===== src/rtl/vga_cfg_pkg.sv =====
// Shared constants, mode codes and timing bundle for the VGA configuration block.
package vga_cfg_pkg;

   localparam int CONFIG_WIDTH  = 2;
   localparam int PORCH_WIDTH   = 8;
   localparam int REZ_MAX_WIDTH = 11;
   localparam int PULSE_WIDTH   = 8;

   localparam logic [CONFIG_WIDTH-1:0] MODE_ADDR     = 2'b10;
   localparam logic [CONFIG_WIDTH-1:0] MODE_640x480  = 2'b00;
   localparam logic [CONFIG_WIDTH-1:0] MODE_800x600  = 2'b01;
   localparam logic [CONFIG_WIDTH-1:0] MODE_1024x768 = 2'b10;

   typedef struct packed {
      logic [PORCH_WIDTH-1:0]   h_front_porch;
      logic [PORCH_WIDTH-1:0]   h_back_porch;
      logic [PULSE_WIDTH-1:0]   h_sync_pulse;
      logic [REZ_MAX_WIDTH-1:0] h_count_max;
      logic [PORCH_WIDTH-1:0]   v_front_porch;
      logic [PORCH_WIDTH-1:0]   v_back_porch;
      logic [PULSE_WIDTH-1:0]   v_sync_pulse;
      logic [REZ_MAX_WIDTH-1:0] v_count_max;
   } vga_timing_t;

   localparam vga_timing_t TIMING_640x480 = '{
      h_front_porch: 8'd16,  h_back_porch: 8'd48,  h_sync_pulse: 8'd96,  h_count_max: 11'd799,
      v_front_porch: 8'd10,  v_back_porch: 8'd33,  v_sync_pulse: 8'd2,   v_count_max: 11'd524
   };

   localparam vga_timing_t TIMING_800x600 = '{
      h_front_porch: 8'd40,  h_back_porch: 8'd88,  h_sync_pulse: 8'd128, h_count_max: 11'd1055,
      v_front_porch: 8'd1,   v_back_porch: 8'd23,  v_sync_pulse: 8'd4,   v_count_max: 11'd627
   };

   localparam vga_timing_t TIMING_1024x768 = '{
      h_front_porch: 8'd24,  h_back_porch: 8'd160, h_sync_pulse: 8'd136, h_count_max: 11'd1343,
      v_front_porch: 8'd3,   v_back_porch: 8'd29,  v_sync_pulse: 8'd6,   v_count_max: 11'd805
   };

endpackage


===== src/rtl/vga_mode_rom.sv =====
// Combinational lookup from a mode code to its timing bundle; code 2'b11 is reserved.
module vga_mode_rom
   import vga_cfg_pkg::*;
(
   input  logic [CONFIG_WIDTH-1:0] mode,
   output vga_timing_t             timing,
   output logic                    legal
);

   // Mode code to timing table; reserved code reports not-legal.
   always_comb begin
      timing = TIMING_640x480;
      legal  = 1'b0;
      case (mode)
         MODE_640x480: begin
            timing = TIMING_640x480;
            legal  = 1'b1;
         end
         MODE_800x600: begin
            timing = TIMING_800x600;
            legal  = 1'b1;
         end
         MODE_1024x768: begin
            timing = TIMING_1024x768;
            legal  = 1'b1;
         end
         default: begin
            timing = TIMING_640x480;
            legal  = 1'b0;
         end
      endcase
   end

endmodule


===== src/rtl/vga_config.sv =====
// VGA configuration register: decodes mode writes and holds the selected timing in flops.
module vga_config
   import vga_cfg_pkg::*;
(
   input  logic                     Clk,
   input  logic                     Rst,
   input  logic                     Valid,
   input  logic [CONFIG_WIDTH-1:0]  Addr,
   input  logic [CONFIG_WIDTH-1:0]  Data,
   output logic                     Load_config,
   output logic [PORCH_WIDTH-1:0]   H_front_porch,
   output logic [PORCH_WIDTH-1:0]   H_back_porch,
   output logic [PORCH_WIDTH-1:0]   V_front_porch,
   output logic [PORCH_WIDTH-1:0]   V_back_porch,
   output logic [REZ_MAX_WIDTH-1:0] H_count_max,
   output logic [PULSE_WIDTH-1:0]   H_sync_pulse,
   output logic [REZ_MAX_WIDTH-1:0] V_count_max,
   output logic [PULSE_WIDTH-1:0]   V_sync_pulse
);

   vga_timing_t rom_timing;
   logic        rom_legal;
   logic        accept;
   vga_timing_t timing_d, timing_q;
   logic        load_d, load_q;

   vga_mode_rom u_rom (
      .mode   (Data),
      .timing (rom_timing),
      .legal  (rom_legal)
   );

   // Write decode: only a legal mode code at MODE_ADDR is taken.
   always_comb begin
      accept   = 1'b0;
      timing_d = timing_q;
      load_d   = 1'b0;
      if ((Valid == 1'b1) && (Addr == MODE_ADDR) && (rom_legal == 1'b1)) begin
         accept = 1'b1;
      end else begin
         accept = 1'b0;
      end
      if (accept == 1'b1) begin
         timing_d = rom_timing;
         load_d   = 1'b1;
      end else begin
         timing_d = timing_q;
         load_d   = 1'b0;
      end
   end

   // Output registers; reset wins over a simultaneous write.
   always_ff @(posedge Clk) begin
      if (Rst == 1'b0) begin
         timing_q <= TIMING_640x480;
         load_q   <= 1'b0;
      end else begin
         timing_q <= timing_d;
         load_q   <= load_d;
      end
   end

   assign Load_config   = load_q;
   assign H_front_porch = timing_q.h_front_porch;
   assign H_back_porch  = timing_q.h_back_porch;
   assign H_sync_pulse  = timing_q.h_sync_pulse;
   assign H_count_max   = timing_q.h_count_max;
   assign V_front_porch = timing_q.v_front_porch;
   assign V_back_porch  = timing_q.v_back_porch;
   assign V_sync_pulse  = timing_q.v_sync_pulse;
   assign V_count_max   = timing_q.v_count_max;

endmodule


===== config.mk =====
export PLATFORM = sky130hd
export DESIGN_NAME = vga_config
export DESIGN_NICKNAME = d
export VERILOG_FILES = /design/src/rtl/vga_cfg_pkg.sv /design/src/rtl/vga_mode_rom.sv /design/src/rtl/vga_config.sv
export SDC_FILE = /design/constraint.sdc
export NUM_CORES = 1
export LEC_CHECK = 0
export ABC_CLOCK_PERIOD_IN_PS = 2000
export BUFFER_PORTS_ARGS = -buffer_cell sky130_fd_sc_hd__buf_2
export CAP_MARGIN = 5
export CORE_MARGIN = 4
export CORE_UTILIZATION = 40
export DETAILED_ROUTE_END_ITERATION = 10
export PLACE_DENSITY = 0.86
export SYNTH_ARGS = -nofsm -noshare
export SYNTH_HDL_FRONTEND = slang
export SYNTH_SLANG_ARGS = --single-unit

===== constraint.sdc =====
create_clock -name Clk -period 2 [get_ports Clk]
set_input_delay 0.4 -clock Clk [delete_from_list [all_inputs] [get_ports Clk]]
set_output_delay 0.4 -clock Clk [all_outputs]
set_load 0.02 [all_outputs]

==> impl_metrics.py <==
metrics = {
    "final_layout": {
        "drive_gt1_frac": 0.421,
        "diodes": 0,
        "final_nets": 127,
        "syn2layout_area_growth_pct": -12.0,
    },
    "clock_network": {
        "ctsRootBufferMaster": "clkbuf_4",
        "insertion_delay_ns": 0.25,
        "cts_setup_buffers": 0,
        "cts_tree": "done",
        "ctsHoldBuffers": 0,
        "clkTransAtPathRegs_ns": 0.05,
        "htreeDepth": 1,
        "cts_resized": 0,
        "cts_inserted_buffers": 3,
        "clk_path_buf_depth": 2,
        "clkSinkCount": 7,
    },
    "yosys": {
        "syn_area_um2": 863,
        "synth-edff-count": 0,
        "synth.distinct_cells": 15,
        "synthAdderAreaFrac": 0.0725,
        "synth_common_cells": "buf_4, dfxtp_1, nand2_1, ha_1",
        "synth_compound_area_frac": 0,
        "avgSynthCellArea_um2": 8.55,
        "yosysSeqAreaShare": 0.162,
        "yosys_warnings": 0,
        "ys.flop_type": "dfxtp_1",
        "synth-seq-cells": 7,
        "synthCells": 101,
        "synth_top_area_share": 0.557,
        "muxShareOfSynthArea": 0.0870,
        "synthXorXnorAreaFrac": 0,
        "synth_largest_area_cell": "buf_4",
        "synth_simple_gate_area_frac": 0.0855,
        "postSynth.asyncResetShare": 0,
        "synth_top_family_by_area": "buffers and inverters",
        "synth.area.top_cells": "buf_4, dfxtp_1, ha_1, mux2_4, mux2i_1",
        "yosysMostFrequentCell": "buf_4",
    },
    "run": {
        "drv_cap": 0,
    },
    "power_and_ir_drop": {
        "sequentialPowerShare": 0.368,
        "p_int_mw": 0.244,
        "power.clock.fraction": 0.313,
        "p_comb_frac": 0.318,
        "power.density_nw_per_um2": 525,
        "switching_share": 0.388,
        "power.switching_mw": 0.155,
        "p_leak_nw": 0.466,
        "irDropWorstVdd_uv": 249,
    },
    "sta": {
        "max_freq_mhz": 703,
        "min_period_ns": 1.42,
        "setup_violations": 0,
        "rsz0062_at_grt": "false",
        "hold_violations": 0,
        "post-route-period-util": 0.711,
        "fin_setup_tns_ns": 0,
        "whs_ns": 0.493,
        "finalClockSkew_ns": 0,
        "drv_slew": 0,
    },
    "die": {
        "core_um2": 2000,
        "die-width_um": 54.5,
        "rows": 16,
        "start_util": 0.431,
        "die_h_um": 54.5,
        "pin_count": 78,
        "die_area_um2": 2970,
    },
    "setup_path": {
        "path_max_fanout": 7,
        "cpMaxStageDelayCell": "and4bb_1",
        "crit_chain": "buf_2, ha_1, and4bb_1, mux2_4",
        "cp_data_required_time_ns": 2.13,
        "worstSetupPathType": "input pin to register",
        "critPathArrivalTime_ns": 1.56,
        "critical_path.startpoint_type": "input pin",
        "crit_path_end_kind": "register",
        "max_stage_delay_ns": 0.50,
    },
    "run_status": {
        "outcome": "completed",
    },
    "routing": {
        "firstDrtPassIters": 2,
        "drt_iter0_drc": 3,
        "routed_wl_mm": 1.16,
        "vias": 485,
        "vias_per_cell": 3.44,
        "drc_errors": 0,
        "wl_per_cell_um": 8.19,
        "antenna_left": 0,
    },
    "global_route": {
        "grt_pass1_vias": 376,
        "grt_max_degree": 13,
        "grt_overflow_total": 0,
        "grt_util_all_layers": 0.0670,
        "antenna_found_initial": 0,
        "grt_pass1_wl_mm": 1.37,
    },
    "hold_path": {
        "hp-class": "input pin to register",
    },
    "placement": {
        "gp_congestion": 0.707,
        "port_buffers": 41,
        "hpwl_mm": 1.06,
    },
}
==> registers in the layout, summed over array words and instances (netlist names) <==
register and cells:
H_sync_pulse 2, Load_config 1, H_back_porch 3, V_front_porch 1
==> worst max-delay path, delay by kind of cell <==
kind                       cells  cell delay, ns
buffers and inverters          1            0.13
adders and majority gates      1            0.20
muxes                          1            0.33
and+or+nand+nor                1            0.50
==> per-layer routing <==
metal	vias up	global-route usage	wire, µm
met4	0	0.0830	32
met2	45	0.122	605
li1	231	-	-
met1	206	0.0565	326
met3	3	0.00817	190
met5	-	0	0
==> power groups by stage <==
stage                     Clock, mW  Sequential (mW)  Combinational (mW)
after global placement            0            0.150               0.124
after CTS                     0.132            0.147               0.126
after detailed placement          0            0.150               0.126
after global routing          0.136            0.148               0.137
final                         0.125            0.147               0.127
after floorplan                   0            0.154               0.170
==> placed cells by master (no fill, tap or decap), types with 2 or more instances in the layout <==
master	instances
ha_1	5
nand2_1	6
mux2_4	3
conb_1	36
clkbuf_4	3
buf_2	41
inv_1	2
nor2b_1	2
mux2i_1	3
dfxtp_1	7
nand2b_1	2
==> logic make-up (layout without fill, tap and decap cells) <==
group	after synthesis	count (layout)
AND/OR/NAND/NOR	13	13
flip-flops	7	7
adder cells (fa/ha/maj)	5	5
buffers and inverters	68	47
other	2	36
multiplexers	6	6
==> final cells by class <==
| cell class | count | area (µm²) |
|---|---|---|
| fill | 234 | 1240 |
| multi-input combinational | 60 | 347 |
| timing repair buffer | 41 | 205 |
| sequential | 7 | 140 |
| tap | 27 | 33.8 |
| clock buffer | 4 | 26.3 |
| inverter | 2 | 7.51 |
==> path summary, 6_finish.rpt <==
path                                      start                       endpoint  slack, ns  depth (start not counted)
hold reg to reg    H_sync_pulse[3]$_SDFFE_PN0P_   H_sync_pulse[3]$_SDFFE_PN0P_       0.50                          2
setup reg to reg  V_front_porch[0]$_SDFFE_PN0P_  V_front_porch[0]$_SDFFE_PN0P_       1.11                          2
setup / recovery                        Data[0]   H_back_porch[4]$_SDFFE_PN1P_       0.58                          4
hold / removal                              Rst   H_back_porch[6]$_SDFFE_PN0P_       0.49                          3
==> through the flow <==
| stage | power [mW] | setup slack, ns | std cells | cell area (µm²) | utilization |
|---|---|---|---|---|---|
| finish | 0.399 | 0.578 | 141 | 759 | 0.379 |
| global route | 0.421 | 0.532 | 141 | 759 | 0.379 |
| CTS | 0.405 | 0.576 | 141 | 759 | 0.379 |
| detailed placement | 0.276 | 0.314 | 137 | 733 | 0.366 |
| global placement | 0.274 | 0.370 | 137 | 733 | 0.366 |
| floorplan | 0.324 | 0.627 | 135 | 991 | - |
(Power assumes the default switching activity.)
